$ cat config.mk
export PLATFORM = sky130hd
export DESIGN_NAME = uart_cal_ctrl
export DESIGN_NICKNAME = d
export VERILOG_FILES = /design/src/rtl/uart_cal_pkg.sv /design/src/rtl/uart_cal_hexconv.sv /design/src/rtl/uart_cal_ctrl.sv
export SDC_FILE = /design/constraint.sdc
export NUM_CORES = 1
export LEC_CHECK = 0
export BUFFER_PORTS_ARGS = -buffer_cell sky130_fd_sc_hd__buf_2
export CORE_MARGIN = 8
export CORE_UTILIZATION = 45
export DETAILED_ROUTE_END_ITERATION = 16
export GPL_ROUTABILITY_DRIVEN = 0
export PLACE_DENSITY = 0.62
export SYNTH_ARGS = -nofsm -noshare
export SYNTH_HDL_FRONTEND = slang
export SYNTH_SLANG_ARGS = --single-unit
export TNS_END_PERCENT = 30
$ cat constraint.sdc
create_clock -name clk -period 5.68 [get_ports clk]
set_input_delay 0.284 -clock clk [delete_from_list [all_inputs] [get_ports clk]]
set_output_delay 0.284 -clock clk [all_outputs]
set_load 0.01 [all_outputs]
$ cat src/rtl/uart_cal_pkg.sv
// Shared types and ASCII constants for the UART calculator command sequencer.
package uart_cal_pkg;

  localparam int OPW = 16;

  typedef enum logic [2:0] {
    GET_A,
    GET_B,
    CALC,
    TX_CHAR,
    TX_WAIT
  } state_e;

  typedef enum logic [1:0] {
    OP_ADD,
    OP_SUB,
    OP_MUL,
    OP_AND
  } op_e;

  localparam logic [7:0] CH_PLUS  = 8'h2B;
  localparam logic [7:0] CH_MINUS = 8'h2D;
  localparam logic [7:0] CH_STAR  = 8'h2A;
  localparam logic [7:0] CH_AMP   = 8'h26;
  localparam logic [7:0] CH_EQ    = 8'h3D;
  localparam logic [7:0] CH_SP    = 8'h20;
  localparam logic [7:0] CH_QM    = 8'h3F;
  localparam logic [7:0] CH_CR    = 8'h0D;
  localparam logic [7:0] CH_LF    = 8'h0A;

endpackage

$ cat src/rtl/uart_cal_hexconv.sv
// Combinational hex converter: ASCII -> {valid, nibble} and nibble -> uppercase ASCII.
module uart_cal_hexconv (
  input  logic [7:0] asc_i,
  output logic       asc_valid_o,
  output logic [3:0] asc_nib_o,
  input  logic [3:0] nib_i,
  output logic [7:0] nib_asc_o
);

  always_comb begin
    asc_valid_o = 1'b0;
    asc_nib_o   = '0;
    if (asc_i >= 8'h30 && asc_i <= 8'h39) begin
      asc_valid_o = 1'b1;
      asc_nib_o   = asc_i[3:0];
    end else if ((asc_i >= 8'h41 && asc_i <= 8'h46) ||
                 (asc_i >= 8'h61 && asc_i <= 8'h66)) begin
      asc_valid_o = 1'b1;
      asc_nib_o   = asc_i[3:0] + 4'd9;
    end
  end

  always_comb begin
    nib_asc_o = (nib_i < 4'd10) ? {4'h3, nib_i} : 8'h37 + {4'h0, nib_i};
  end

endmodule

$ cat src/rtl/uart_cal_ctrl.sv
// UART calculator sequencer: parses "<hexA><op><hexB>=", computes a 16-bit
// result and streams it to the transmitter as 4 hex digits plus CR [LF].
module uart_cal_ctrl
  import uart_cal_pkg::*;
#(
  parameter int MAX_DIGITS = 4,
  parameter bit LF_EN      = 1'b1
) (
  input  logic       clk,
  input  logic       rst,
  input  logic [7:0] rx_data,
  input  logic       rx_valid,
  output logic [7:0] tx_data,
  output logic       tx_start,
  input  logic       tx_busy,
  output logic       busy,
  output logic       err
);

  localparam int CW = $clog2(MAX_DIGITS + 1);

  state_e           state_q, state_d;
  op_e              op_q, op_d;
  logic [OPW-1:0]   a_q, a_d, b_q, b_d, res_q, res_d;
  logic [CW-1:0]    cnt_q, cnt_d;
  logic [2:0]       idx_q, idx_d;
  logic [7:0]       tx_data_q, tx_data_d;
  logic             tx_start_q, tx_start_d, busy_q, busy_d, err_q, err_d;
  logic             is_err_q, is_err_d, guard_q, guard_d, rx_valid_q;

  logic             strobe, dec_valid, is_op, perr;
  logic [3:0]       dec_nib, enc_nib;
  logic [7:0]       enc_asc, cur_byte;
  logic [2:0]       seq_len;
  op_e              op_dec;
  logic [7:0]       dec_asc_unused;
  logic             enc_valid_unused;
  logic [3:0]       enc_nib_unused;

  uart_cal_hexconv u_dec (
    .asc_i       (rx_data),
    .asc_valid_o (dec_valid),
    .asc_nib_o   (dec_nib),
    .nib_i       ('0),
    .nib_asc_o   (dec_asc_unused)
  );

  uart_cal_hexconv u_enc (
    .asc_i       ('0),
    .asc_valid_o (enc_valid_unused),
    .asc_nib_o   (enc_nib_unused),
    .nib_i       (enc_nib),
    .nib_asc_o   (enc_asc)
  );

  assign strobe = rx_valid & ~rx_valid_q;

  // Outgoing byte is derived from the latched result and sequence index.
  always_comb begin
    enc_nib = res_q[3:0];
    case (idx_q)
      3'd0:    enc_nib = res_q[15:12];
      3'd1:    enc_nib = res_q[11:8];
      3'd2:    enc_nib = res_q[7:4];
      default: enc_nib = res_q[3:0];
    endcase
    if (is_err_q) begin
      cur_byte = (idx_q == 3'd0) ? CH_QM : (idx_q == 3'd1) ? CH_CR : CH_LF;
      seq_len  = LF_EN ? 3'd3 : 3'd2;
    end else begin
      cur_byte = (idx_q < 3'd4) ? enc_asc : (idx_q == 3'd4) ? CH_CR : CH_LF;
      seq_len  = LF_EN ? 3'd6 : 3'd5;
    end
  end

  always_comb begin
    is_op  = 1'b1;
    op_dec = OP_ADD;
    case (rx_data)
      CH_PLUS:  op_dec = OP_ADD;
      CH_MINUS: op_dec = OP_SUB;
      CH_STAR:  op_dec = OP_MUL;
      CH_AMP:   op_dec = OP_AND;
      default:  is_op  = 1'b0;
    endcase
  end

  always_comb begin
    state_d    = state_q;
    op_d       = op_q;
    a_d        = a_q;
    b_d        = b_q;
    res_d      = res_q;
    cnt_d      = cnt_q;
    idx_d      = idx_q;
    tx_data_d  = tx_data_q;
    tx_start_d = 1'b0;
    busy_d     = busy_q;
    err_d      = 1'b0;
    is_err_d   = is_err_q;
    guard_d    = guard_q;
    perr       = 1'b0;

    case (state_q)
      GET_A, GET_B: begin
        if (strobe) begin
          if (dec_valid) begin
            if (cnt_q == CW'(MAX_DIGITS)) begin
              perr = 1'b1;
            end else begin
              if (state_q == GET_A) a_d = {a_q[OPW-5:0], dec_nib};
              else                  b_d = {b_q[OPW-5:0], dec_nib};
              cnt_d = cnt_q + CW'(1);
            end
          end else if (rx_data == CH_SP) begin
            state_d = state_q;
          end else if (is_op && state_q == GET_A && cnt_q != '0) begin
            op_d    = op_dec;
            cnt_d   = '0;
            state_d = GET_B;
          end else if (rx_data == CH_EQ && state_q == GET_B && cnt_q != '0) begin
            busy_d  = 1'b1;
            state_d = CALC;
          end else begin
            perr = 1'b1;
          end
        end
        if (perr) begin
          err_d    = 1'b1;
          busy_d   = 1'b1;
          is_err_d = 1'b1;
          idx_d    = '0;
          state_d  = TX_CHAR;
        end
      end
      CALC: begin
        case (op_q)
          OP_ADD:  res_d = a_q + b_q;
          OP_SUB:  res_d = a_q - b_q;
          OP_MUL:  res_d = a_q * b_q;
          default: res_d = a_q & b_q;
        endcase
        is_err_d = 1'b0;
        idx_d    = '0;
        state_d  = TX_CHAR;
      end
      TX_CHAR: begin
        if (!tx_busy) begin
          tx_data_d  = cur_byte;
          tx_start_d = 1'b1;
          guard_d    = 1'b1;
          state_d    = TX_WAIT;
        end
      end
      TX_WAIT: begin
        // tx_busy only rises the cycle after tx_start, so skip one cycle first.
        if (guard_q) begin
          guard_d = 1'b0;
        end else if (!tx_busy) begin
          if (idx_q == seq_len - 3'd1) begin
            a_d     = '0;
            b_d     = '0;
            cnt_d   = '0;
            busy_d  = 1'b0;
            state_d = GET_A;
          end else begin
            idx_d   = idx_q + 3'd1;
            state_d = TX_CHAR;
          end
        end
      end
      default: state_d = GET_A;
    endcase
  end

  always_ff @(posedge clk) begin
    if (rst) begin
      state_q    <= GET_A;
      op_q       <= OP_ADD;
      a_q        <= '0;
      b_q        <= '0;
      res_q      <= '0;
      cnt_q      <= '0;
      idx_q      <= '0;
      tx_data_q  <= '0;
      tx_start_q <= 1'b0;
      busy_q     <= 1'b0;
      err_q      <= 1'b0;
      is_err_q   <= 1'b0;
      guard_q    <= 1'b0;
      rx_valid_q <= 1'b0;
    end else begin
      state_q    <= state_d;
      op_q       <= op_d;
      a_q        <= a_d;
      b_q        <= b_d;
      res_q      <= res_d;
      cnt_q      <= cnt_d;
      idx_q      <= idx_d;
      tx_data_q  <= tx_data_d;
      tx_start_q <= tx_start_d;
      busy_q     <= busy_d;
      err_q      <= err_d;
      is_err_q   <= is_err_d;
      guard_q    <= guard_d;
      rx_valid_q <= rx_valid;
    end
  end

  assign tx_data  = tx_data_q;
  assign tx_start = tx_start_q;
  assign busy     = busy_q;
  assign err      = err_q;

endmodule

==> out/qor.csv <==
stage,metric,value,unit
timing,worst-margin pin slew,1.21,ns
final_layout,flip-flop and latch area,1450,µm²
worst_setup_path,Setup crit end kind,flip-flop,
worst_setup_path,worst-path maximum fanout,9,
worst_setup_path,WP data arrival,5.70,ns
worst_setup_path,r2r worst-path depth,19,
final_layout,Layout area overhead,9.45,%
timing,Period minus WS final,5.43,ns
final_layout,# nets final,1282,
logic_synthesis,top_reg_cell synth,dfxtp_1,
drt,Initial DRC Count,596,
min_path,worst hold path depth,2,
logic_synthesis,synthesized net count,1270,
global_route,largest net degree at the start of global routing,63,
timing,hold slack,0.179,ns
global_route,grt total ovfl,0,
clock_tree,root buffer cell,clkbuf_16,
timing,fmax,184,MHz
global_route,overall routing resource usage,0.203,
floorplan,Die ar.,24200,µm²
timing,final hold violations,0,
worst_setup_path,Crit Reg-Reg Startpoint,a_q[5]$_SDFFE_PP0P_,
timing,final setup violation count,0,
worst_setup_path,Critical Path RT,5.96,ns
worst_setup_path,Worst Setup SP,a_q[5]$_SDFFE_PP0P_,
power,LEAKAGE,4.13,nW
logic_synthesis,cell area after synthesis,8750,µm²
place,Port Buffer Count,21,
logic_synthesis,Yosys top cell area share,0.185,
power,Pwr Density,132,nW/µm²
global_route,first-pass GRT wire length,38900,µm
logic_synthesis,Synth Instances,1100,
drt,wire length per cell,17.1,µm
clock_tree,H-tree depth,3,
flow_run,max cap viols,0,
floorplan,io pins,23,
outcome,status,"finished, final reports clean",
worst_setup_path,CP cell instances,and2_1 -> fa_1 -> inv_1 -> fa_1 -> fa_1 -> fa_1 -> inv_1 -> fa_1 -> inv_1 -> fa_1 -> inv_1 -> ha_1 -> and2_1 -> a31o_2 -> a21oi_1 -> a21oi_1 -> xnor2_1 -> o311a_1 -> a21oi_1,
final_layout,filler cell count,1896,
clock_tree,"CTS clk-pin slew, worst paths",0.06,ns
floorplan,Die W,155,µm
logic_synthesis,dominant cell type by area after synthesis,fa_1,
logic_synthesis,Yosys reg bits,72,
worst_setup_path,slowest cell delay on critical path,0.56,ns
clock_tree,CTS tree,built,
final_layout,"non-filler cells, final",1381,
global_route,vias in the first global route,7458,
timing,RSZ-0062 raised after global routing,true,
final_layout,Post-Layout Inst Area,9580,µm²
logic_synthesis,syn_area_per_cell,7.96,µm²
worst_setup_path,r2r endpoint,res_q[14]$_SDFFE_PP0P_,
min_path,worst hold path class,primary input to flip-flop,
timing,Setup Skew,0.00707,ns
logic_synthesis,Unique masters post-synth,69,
global_route,initial antenna violation count,0,
worst_setup_path,"Top cell by count, worst path",fa_1,
worst_setup_path,crit path kind,flip-flop to flip-flop,
place,Post-DP Area,9270,µm²
floorplan,row count,51,
worst_setup_path,Reg2Reg Setup Slack,0.25,ns
floorplan,chip height,155,µm
timing,Rel. slew slack,0.191,
worst_setup_path,type of origin of the critical path,flip-flop,
drt,total wire length,23600,µm
drt,vias after detailed routing,7440,
clock_tree,CTS buffer count,9,
drt,antenna-violating nets left,0,
logic_synthesis,ranking of synthesized cells by area,"fa_1 (19%), dfxtp_1 (16%), ha_1 (11%)",
logic_synthesis,ys async rst share,0,
final_layout,Multi-input gate area,6500,µm²
final_layout,layout cells sized above 1,0.0986,
drt,DRC,0,
logic_synthesis,Post-synth EDFFs,0,
clock_tree,largest buffer count on any clock path,2,
logic_synthesis,post-synthesis sequential area ratio,0.165,
drt,average via count per standard cell,5.39,
final_layout,Antenna diodes,0,
clock_tree,clk_lat worst skew,0.34,ns
worst_setup_path,crit path capture,res_q[14]$_SDFFE_PP0P_,
timing,Final period util,0.956,
floorplan,Starting Density,0.454,
floorplan,CORE AREA,19300,µm²
drt,drt pass-1 iters,5,
place,post-DP HPWL,18600,µm
clock_tree,clk sinks,72,
place,dpl cells,1366,
worst_setup_path,CP max stage cell,fa_1,
timing,Final Max Slew Viols,0,
logic_synthesis,yosys warns,0,
power,worst IR drop on VDD,0.000126,V
-- layout make-up --
type,count,share of cell area
clock buffer,13,0.0282
clock inverter,2,0.00392
inverter,137,0.0537
multi-input combinational,823,0.678
sequential,72,0.151
tap,265,0.0346
timing repair buffer,69,0.0499
-- sequential cells by signal, summed over array words and instances, names as in the netlist --
name and cells:
guard_q 1, state_q 3, tx_data 7, tx_start 1, err 1, a_q 16
res_q 16, op_q 2, rx_valid_q 1, b_q 16, is_err_q 1, idx_q 3
cnt_q 3, busy 1
-- worst min path at each step --
stage	to	from	slack [ns]
floorplan	rx_valid_q$_SDFF_PP0_	rx_valid	0.41
global placement	tx_data[6]$_SDFFE_PP0P_	tx_data[6]$_SDFFE_PP0P_	0.44
detailed placement	tx_data[5]$_SDFFE_PP0P_	tx_data[5]$_SDFFE_PP0P_	0.44
CTS	rx_valid_q$_SDFF_PP0_	rx_valid	0.17
global route	rx_valid_q$_SDFF_PP0_	rx_valid	0.22
finish	rx_valid_q$_SDFF_PP0_	rx_valid	0.18
-- placed cells by master, fill, tap and decap left out, types with 4 or more instances in the layout --
cell	netlist	layout
a41oi_1	5	5
nor2_1	48	48
or3_1	5	5
buf_2	8	21
o21ai_0	50	49
a21o_1	10	10
a31oi_1	10	10
nand2b_1	23	23
nor3_1	15	15
o31ai_1	6	6
buf_4	1	47
clkbuf_16	0	9
nor2b_1	6	6
fa_1	81	81
and2_1	70	70
mux2i_1	9	9
or2_2	5	5
inv_1	137	137
a211oi_1	6	6
xor2_1	22	22
dfxtp_1	72	65
o211ai_1	10	10
ha_1	77	77
dfxtp_2	0	7
nand2_1	136	136
xnor2_1	40	40
nand3_1	44	44
a222oi_1	4	4
o21a_1	9	9
a21oi_1	76	76
-- worst max-delay path, delay by kind of cell, from the launching register on --
family | cells | cell delay, ns
AO/OA/AOI/OAI | 5 | 0.89
buffers and inverters | 4 | 0.21
AND/OR/NAND/NOR | 2 | 0.37
XOR/XNOR | 1 | 0.13
adder cells (fa/ha/maj) | 7 | 3.35
flip-flops | 1 | 0.39
-- routing by layer --
layer  share of wire  up-vias  wire (µm)  track usage
met3           0.051       39       1210       0.0336
met4           0.025        0        599       0.0633
li1                -     3632          -            -
met1            0.47     3568      11100        0.277
met2            0.45      201      10700        0.321
met5               0        -          0            0
-- cells by family after synthesis --
family | count (synthesis) | synth area share
simple gates | 373 | 0.213
flops | 72 | 0.165
fa+ha+maj | 158 | 0.295
xor+xnor | 63 | 0.0646
buf+inv | 205 | 0.0929
compound gates | 217 | 0.156
mux | 11 | 0.0129
other cells | 1 | 0.000428
-- cell usage after synthesis, drive strengths merged (13+ instances only) --
cell / n
clkbuf: 55
nor2: 48
fa: 81
nand3: 44
xor2: 22
nand2: 136
inv: 137
buf: 13
ha: 77
nand2b: 23
and2: 71
dfxtp: 72
xnor2: 40
a21oi: 77
nor3: 16
o21ai: 52
-- report_power, final --
group,switching (mW),internal [mW],leakage (nW)
sequential,0.0154,0.523,0.587
combinational,0.0908,0.0467,3.40
clock,0.217,0.374,0.148
total,0.323,0.943,4.13
-- metrics by stage --
stage | worst slack, ns | setup TNS, ns | utilization | power (mW)
final | 0.252 | 0 | 0.497 | 1.27
after global routing | -0.00997 | -0.0136 | 0.497 | 1.32
after CTS | 0.159 | 0 | 0.497 | 1.27
after detailed placement | 0.166 | 0 | 0.481 | 0.684
after global placement | 0.216 | 0 | 0.481 | 0.683
after floorplan | 0.141 | 0 | - | 0.649
-- timing repair --
item                       CTS  global route
hold buffers                 0             0
resized for setup            0             8
buffers inserted             0             0
setup endpoints to repair    0             5
Note: power is estimated with default switching activity, not from simulation.
